**src/rtl/booth_prod_accum.sv**
```systemverilog
// Block accumulator for signed multiplier products: sums N products (or fewer on flush)
// into a per-step saturating accumulator and hands the block result over valid/ready.
module booth_prod_accum #(
  parameter  int PW = 8,
  parameter  int AW = 12,
  parameter  int N  = 4,
  localparam int CW = $clog2(N + 1)
) (
  input  logic                 clk,
  input  logic                 rst_n,
  input  logic                 in_valid,
  output logic                 in_ready,
  input  logic signed [PW-1:0] in_prod,
  input  logic                 flush,
  output logic                 out_valid,
  input  logic                 out_ready,
  output logic signed [AW-1:0] out_sum,
  output logic [CW-1:0]        out_cnt,
  output logic                 out_sat
);

  localparam logic signed [AW-1:0] SUM_MAX = {1'b0, {(AW-1){1'b1}}};
  localparam logic signed [AW-1:0] SUM_MIN = {1'b1, {(AW-1){1'b0}}};

  logic signed [AW-1:0] acc;
  logic [CW-1:0]        cnt;
  logic                 sat_sticky;

  logic                 accept;
  logic signed [AW:0]   s_wide;
  logic                 ovf;
  logic signed [AW-1:0] s_clamp;
  logic                 step_sat;
  logic                 last;
  logic                 close;
  logic [CW-1:0]        cnt_next;

  assign in_ready = !out_valid;
  assign accept   = in_valid && in_ready;

  // One guard bit is enough: |acc| and |in_prod| both fit in AW bits.
  assign s_wide  = {acc[AW-1], acc} + {{(AW+1-PW){in_prod[PW-1]}}, in_prod};
  assign ovf     = s_wide[AW] ^ s_wide[AW-1];
  assign s_clamp = !ovf ? s_wide[AW-1:0] : (s_wide[AW] ? SUM_MIN : SUM_MAX);

  assign step_sat = accept && ovf;
  assign last     = (cnt == CW'(N - 1));
  assign cnt_next = cnt + CW'(accept);

  // Flush only closes a non-empty block and never while a result is pending.
  assign close = (accept && last) ||
                 (flush && !out_valid && ((cnt != '0) || accept));

  always_ff @(posedge clk) begin
    if (!rst_n) begin
      acc        <= '0;
      cnt        <= '0;
      sat_sticky <= 1'b0;
      out_valid  <= 1'b0;
      out_sum    <= '0;
      out_cnt    <= '0;
      out_sat    <= 1'b0;
    end else begin
      if (close) begin
        out_sum    <= accept ? s_clamp : acc;
        out_cnt    <= cnt_next;
        out_sat    <= sat_sticky | step_sat;
        acc        <= '0;
        cnt        <= '0;
        sat_sticky <= 1'b0;
      end else if (accept) begin
        acc        <= s_clamp;
        cnt        <= cnt_next;
        sat_sticky <= sat_sticky | step_sat;
      end

      if (close) begin
        out_valid <= 1'b1;
      end else if (out_valid && out_ready) begin
        out_valid <= 1'b0;
      end
    end
  end

endmodule
```
**config.mk**
```make
export PLATFORM = sky130hd
export DESIGN_NAME = booth_prod_accum
export DESIGN_NICKNAME = d
export VERILOG_FILES = /design/src/rtl/booth_prod_accum.sv
export SDC_FILE = /design/constraint.sdc
export NUM_CORES = 1
export LEC_CHECK = 0
export ABC_AREA = 0
export CORE_ASPECT_RATIO = 0.8
export CORE_MARGIN = 1.5
export CORE_UTILIZATION = 46
export CTS_CLUSTER_SIZE = 8
export DETAILED_ROUTE_END_ITERATION = 10
export PLACE_DENSITY = 0.8
export SETUP_SLACK_MARGIN = 0.05
export SYNTH_ARGS = -nofsm -noshare
export SYNTH_HDL_FRONTEND = slang
export SYNTH_SLANG_ARGS = --single-unit
```
**constraint.sdc**
```tcl
create_clock -name clk -period 3.3 [get_ports clk]
set_clock_uncertainty 0.1 [all_clocks]
set_input_delay 0.66 -clock clk [delete_from_list [all_inputs] [get_ports clk]]
set_output_delay 0.66 -clock clk [all_outputs]
set_load 0.1 [all_outputs]
```
==> metrics.md, run 1 <==
| Metric | Value |
|---|---|
| Status | complete, no violations |
| Clock Sink Count | 33 |
| VDD IR max | 0.3460 mV |
| Cts bufs inserted | 5 |
| Hold Path Class | flip-flop to flip-flop |
| ANT nets after route | 0 |
| Final setup viols | 0 |
| CTS tree | built |
| Port-buffer cells | 30 |
| Post-synth design cell area | 1881 um2 |
| Post-synth net total | 255 |
| Fmax | 0.3218 GHz |
| Total of max-cap violations | 0 |
| Post-DP HPWL | 3300 um |
| Worst slew pin tran | 0.5527 ns |
| Largest net degree at the start of global routing | 19 |
| Crit path cell chain | clkdlybuf4s50_1 > ha_1 > o21ai_2 > nor4_2 > nor2_2 > a311oi_2 > buf_4 > buf_4 > o21ai_0 > a22oi_1 > a21oi_1 |
| Clock Latency Late Sink | 0.29 ns |
| Clk buf depth | 2 |
| Slowest CP cell | clkdlybuf4s50_1 |
| First-pass DRT Iterations | 4 |
| Number of synthesized register bits | 33 |
| Syn avg cell area | 8.284 um2 |
| IO Pins | 31 |
| Initial antenna violation count | 0 |
| Sequential element share of the synthesized area | 35.13% |
| WP data arrival | 3.18 ns |
| Initial Utilization | 48.80% |
| Routed len/inst | 13.68 um |
| Core Box Area | 3854 um2 |
| N_diodes | 0 |
| Ys Warns | 0 |
| Iteration-0 DRC Markers | 62 |
| Pins Over Slew Limit | 0 |
| CP max stage delay | 0.44 ns |
| Placed cells | 321 |
| Htree depth | 2 |
| Placer Congestion | 0.9648 |
| Via/cell ratio | 5.339 |
| Worst Setup End Kind | flip-flop |
| Vias in the first global route | 1,649 |
| Via Count | 1,762 |
| Syn Inst Count | 227 |
| # nets final | 302 |
| Crit-path max FO | 7 |
| Rows | 20 |
| Clock Root Buffer | clkbuf_8 |
| Crit path kind | input port to flip-flop |
| Yosys cell types | 41 |
| Final Hold Viols | 0 |
| First-pass GRT wire length | 7376 um |
| CP Buf/Inv Count | 3 |
| Die H | 60.19 um |
| Fraction of layout cells with a size suffix above 1 | 22.91% |
| Power Density | 603.1 nW/um2 |
| Worst setup margin | 0.1924 ns |
| Top delay family on crit path | compound AO/OA/AOI/OAI gates |
| Die W | 74.49 um |
| Post-route clock period utilization | 94.17% |
| P&R area growth vs syn | 31.67% |
| GRT overflow | 0 |
| WP data required | 3.38 ns |
| Crit path launch type | input port |
| Rel. slew slack | 63.04% |
| Total wire length | 4516 um |
| RSZ-0062 raised after global routing | no |
| CP most frequent cell | buf_4 |
| Clock Pin Slew Worst Setup and Hold Paths | 0.08 ns |
| # fillers | 358 |
| Total GRT Usage | 21.84% |
| Drc violations | 0 |
| Finished Layout Cells | 330 |
| Die ar. | 4483 um2 |
| Placement Setup Slack | -0.1877 ns |
| Period minus WS final | 3.108 ns |
| Leakage | 1.049 nW |
[routing by layer]
| layer | part of all wire, % | wire length [um] | GRT usage, % |
|---|---|---|---|
| met1 | 48 | 2157 | 29.58 |
| met2 | 45 | 2047 | 34.18 |
| met3 | 5.4 | 245 | 5.228 |
| met4 | 1.4 | 65 | 7.273 |
| met5 | 0 | 0 | 0 |
[worst paths after layout]
check                                 from         end  slack, ns  cells past startpoint
worst max register to register      acc[2]  out_sum[7]       0.71                     10
worst min register to register  sat_sticky  sat_sticky       0.36                      2
worst min-delay path            sat_sticky  sat_sticky       0.36                      2
worst max-delay path            in_prod[2]  out_sum[7]       0.19                     11
[worst reg2reg max path: stages (launching register included)]
cell and delay, ns:
dfxtp_1 0.32, ha_1 0.41, o21ai_2 0.10, nor4_2 0.37
nor2_2 0.10, a311oi_2 0.28, buf_4 0.20, buf_4 0.16
o21ai_0 0.10, a22oi_1 0.24, a21oi_1 0.11
[kinds of logic after synthesis]
group / after synthesis / share of synthesized area [%]
AOI/OAI and AO/OA: 86 / 29.07
and+or+nand+nor: 60 / 14.04
DFF: 33 / 35.13
buffers and inverters: 19 / 4.525
adders and majority gates: 15 / 10.38
xor gates and xnor gates: 10 / 4.657
muxes: 4 / 2.196
[layout make-up]
type                       instances  area, um2  area share, %
multi-input combinational        175       1184          47.80
inverter                           8      30.03          1.213
tap                               55      68.82          2.779
sequential                        33      660.6          26.68
clock buffer                       6      82.58          3.335
clock inverter                     2      37.54          1.516
timing repair buffer              51      412.9          16.68
[registers in the layout, summed over array words and instances (netlist names)]
signal,flops
cnt,3
out_sat,1
out_sum,12
acc,12
out_valid,1
sat_sticky,1
out_cnt,3
[Yosys cell counts, drive strengths merged]
| cell | n | area share (%) |
|---|---|---|
| ha | 14 | 9.3 |
| o31ai | 3 | 2.2 |
| nor3 | 2 | 0.53 |
| buf | 4 | 1.5 |
| o31a | 1 | 0.47 |
| nor2b | 5 | 1.7 |
| a22oi | 6 | 2.4 |
| mux2 | 1 | 0.60 |
| fa | 1 | 1.1 |
| a21o | 2 | 0.80 |
| o211ai | 1 | 0.40 |
| dfxtp | 33 | 35 |
| o21ai | 27 | 7.4 |
| nand3 | 2 | 0.53 |
| o221ai | 1 | 0.47 |
| a21boi | 2 | 0.80 |
| a21oi | 30 | 8.0 |
| nand2b | 5 | 1.7 |
| clkbuf | 7 | 1.4 |
| nor4 | 1 | 0.67 |
| o311a | 1 | 0.53 |
| a41oi | 1 | 0.47 |
| o22ai | 1 | 0.33 |
| a311oi | 1 | 0.80 |
| inv | 8 | 1.6 |
| nand2 | 20 | 4.0 |
| xor2 | 5 | 2.3 |
| a211oi | 3 | 1.7 |
| nor2 | 25 | 5.0 |
| mux2i | 3 | 1.6 |
| a31oi | 3 | 1.0 |
| o21a | 2 | 0.80 |
| o211a | 1 | 0.53 |
| xnor2 | 5 | 2.3 |
[report_power, final]
group	total [mW]	internal (mW)	switching [mW]
logic	0.630	0.228	0.402
registers	0.465	0.440	0.0248
clock network	0.398	0.245	0.153
total	1.49	0.914	0.579
[per-stage QoR]
stage	hold slack [ns]	TNS (ns)	utilization (%)	cell area, um2	power (mW)
final	0.3641	0	64.25	2476	1.493
after global routing	0.3971	0	64.25	2476	1.572
after CTS	0.3706	0	62.89	2424	1.473
after detailed placement	0.3529	-2.925	59.77	2303	1.073
after global placement	0.3497	-0.7873	59.77	2303	1.062
after floorplan	0.3241	0	-	1881	0.9102
[cells in the final DEF, fill, tap and decap left out, types with 2 or more instances in the layout]
master	netlist	routed
buf_4	1	39
dfxtp_1	33	33
a21oi_1	30	27
nor2_1	25	24
o21ai_0	22	21
nand2_1	20	20
ha_1	14	13
clkdlybuf4s50_1	0	12
inv_1	8	8
a22oi_1	6	6
clkbuf_8	0	6
xor2_1	5	5
nor2b_1	5	5
xnor2_1	5	5
nand2b_1	5	4
o21ai_1	4	4
a21oi_2	0	3
a31oi_1	3	3
mux2i_1	3	3
o21ai_2	1	2
a21o_1	2	2
nand3_1	2	2
nor3_1	2	2
o21a_1	2	2
[timing repair]
item | 4_1_cts | 5_1_grt
endpoints found under the setup margin | 0 | 25
resized for setup | 0 | 10
buffers inserted | 0 | 1
hold buffers | 0 | 0
Power figures use the tool's default switching activity.
==> inputs of run 2 (changes only) <==
- TNS_END_PERCENT: not set -> 5
==> run 2 against run 1 <==
  * Maximum frequency is 0.32% higher
  * Combinational power hardly changed
  * Final cell count stayed put
  * Sequential cell count stayed put
  * Count of clock-buffer cells in the layout stayed put
  * Sequential power hardly changed
  * Final area is 0.10% lower
  * Power is 0.25% lower
  * Sequential share of layout area hardly changed
  * First-iteration DRC count is 16% higher
  * Hold slack better by 0.0019 ns
  * Largest power group unchanged
==> metrics.md, run 2 (synthesis gave the netlist of run 1 again) <==
| Metric | Value |
|---|---|
| Reg2reg path depth | 10 (unchanged) |
| Crit-path max FO | 7 (unchanged) |
| GRT overflow | 0 (unchanged) |
| Clk buf depth | 2 (unchanged) |
| P&R area growth vs syn | 31.54% |
| CP most frequent cell | buf_4 |
| Placed cells | 321 (unchanged) |
| Worst Setup End Kind | flip-flop |
| Total wire length | 4501 um (-0.33%) |
| R2R Path Start | acc[2] |
| Routed len/inst | 13.64 um (-0.33%) |
| Post-route clock period utilization | 93.87% (-0.30 points) |
| Most frequent cells in the layout | 39 x buf_4, 33 x dfxtp_1, 27 x a21oi_1 |
| Vias in the first global route | 1,649 (unchanged) |
| Final setup viols | 0 (unchanged) |
| Initial antenna violation count | 0 (unchanged) |
| Hold Path Sink | out_sum[10] |
| Htree depth | 2 (unchanged) |
| Leakage | 1.048 nW (about the same) |
| Drc violations | 0 (unchanged) |
| Die W | 74.49 um (unchanged) |
| # fillers | 357 (-0.28%) |
| Area occupied by multi-input gates | 1181 um2 (-0.21%) |
| Pins Over Slew Limit | 0 (unchanged) |
| CP max stage delay | 0.43 ns (about the same) |
| Rel. slew slack | 63.21% (+0.18 points) |
| Slowest CP cell | clkdlybuf4s50_1 |
| Clock Latency Late Sink | 0.29 ns (about the same) |
| Clock Root Buffer | clkbuf_8 |
| Worst slew pin tran | 0.5501 ns (-0.002626 ns) |
| Crit path launch type | input port |
| Post-CTS Hold Fix Bufs | 0 (unchanged) |
| Fraction of layout cells with a size suffix above 1 | 22.55% (-0.36 points) |
| Finished Layout Cells | 330 (unchanged) |
| Crit path cell chain | clkdlybuf4s50_1 > ha_1 > o21ai_2 > nor4_2 > nor2_1 > a311oi_2 > buf_4 > buf_4 > o21ai_0 > a22oi_1 > a21oi_1 |
| Clock Pin Slew Worst Setup and Hold Paths | 0.07 ns (about the same) |
| Die H | 60.19 um (unchanged) |
| Largest regs | acc x12, out_sum x12 |
| # nets final | 302 (unchanged) |
| VDD IR max | 0.3428 mV (-0.92%) |
| R2R setup slack | 0.72 ns (about the same) |
| Iteration-0 DRC Markers | 72 (+16%) |
| Largest net degree at the start of global routing | 19 (unchanged) |
| Via/cell ratio | 5.333 (-0.11%) |
| CTS tree | built |
| Hold Startpoint | out_sum[10] |
| Placer Congestion | 0.9648 (unchanged) |
| Hold Crit Depth | 2 (unchanged) |
| FF-to-FF End | out_sum[7] |
| Power Total | 1.490 mW (-0.25%) |
| Cts bufs inserted | 5 (unchanged) |
| Final Hold Viols | 0 (unchanged) |
| Total of max-cap violations | 0 (unchanged) |
| Setup TNS | 0 ns (unchanged) |
| Core Box Area | 3854 um2 (unchanged) |
| Commonest non-fill, non-tap cell in the layout | buf_4 |
| WP data arrival | 3.17 ns (about the same) |
| Reg area | 660.6 um2 (unchanged) |
| RSZ-0062 raised after global routing | yes |
| Period minus WS final | 3.098 ns (-0.009992 ns) |
| WP data required | 3.37 ns (about the same) |
| ANT nets after route | 0 (unchanged) |
| Rows | 20 (unchanged) |
| First-pass GRT wire length | 7376 um (unchanged) |
| Via Count | 1,760 (-0.11%) |
| Clock Sink Count | 33 (unchanged) |
| Die ar. | 4483 um2 (unchanged) |
| Fmax | 0.3228 GHz (+0.32%) |
| Total GRT Usage | 21.84% (unchanged) |
| IO Pins | 31 (unchanged) |
| Initial Utilization | 48.80% (unchanged) |
| First-pass DRT Iterations | 4 (unchanged) |
| Port-buffer cells | 30 (unchanged) |
| Crit path kind | input port to flip-flop |
| Placement Setup Slack | -0.1877 ns (unchanged) |
| Worst setup margin | 0.2024 ns (+0.009992 ns) |
| Power Density | 602.2 nW/um2 (-0.15%) |
| Hold Path Class | flip-flop to flip-flop |
| Status | complete, no violations |
| N_diodes | 0 (unchanged) |
| Post-DP HPWL | 3300 um (unchanged) |
[run 2: cell counts in the layout (fill, tap and decap cells not counted)]
Identical to the previous run, type by type.
[run 2: worst max-delay path, delay by kind of cell]
family / cells / cell delay, ns
compound gates: 5 / 0.81
buf+inv: 3 / 0.78
simple gates: 2 / 0.47
fa+ha+maj: 1 / 0.43
[run 2: final cells by class]
type | count | share of cell area, %
Tap cell | 55 | 2.782
Timing Repair Buffer | 51 | 16.69
Clock buffer | 6 | 3.338
Inverter | 8 | 1.214
Clock inverter | 2 | 1.517
Multi-Input combinational cell | 175 | 47.75
Sequential cell | 33 | 26.71
[run 2: per-layer routing]
| layer | GRT usage, % | vias up | wire (um) |
|---|---|---|---|
| met5 | 0 | - | 0 |
| met3 | 5.228 | 8 | 239 |
| met2 | 34.18 | 44 | 2037 |
| met1 | 29.58 | 808 | 2164 |
| li1 | - | 900 | - |
| met4 | 7.273 | 0 | 59 |
[run 2: repair_timing]
item	CTS	global route
setup buffers	0	1
endpoints found under the setup margin	0	25
gates resized for setup	0	9
[run 2: per-stage QoR]
stage	instance area (um2)	util [%]	hold slack, ns
6_report	2474	64.19	0.3660
5_1_grt	2474	64.19	0.3971
4_1_cts	2424	62.89	0.3706
3_5_place_dp	2303	59.77	0.3529
3_3_place_gp	2303	59.77	0.3497
2_1_floorplan	1881	-	0.3241
[run 2: how the worst max path moves through the flow]
| stage | start | cells past startpoint | slack (ns) | endpoint |
|---|---|---|---|---|
| after floorplan | out_valid | 9 | 0.1 | out_cnt[2] |
| after global placement | in_prod[0] | 13 | -0.09 | out_sum[2] |
| after detailed placement | in_prod[0] | 13 | -0.19 | out_sum[7] |
| after CTS | in_prod[0] | 13 | 0.07 | out_sum[7] |
| after global routing | in_prod[1] | 12 | 0.04 | out_sum[2] |
| final | in_prod[2] | 11 | 0.20 | out_sum[7] |
[run 2: report_power, final]
part           switching [mW]  leakage [nW]  internal [mW]
Sequential             0.0248         0.271          0.440
Combinational           0.401         0.720          0.228
Clock                   0.150        0.0574          0.245
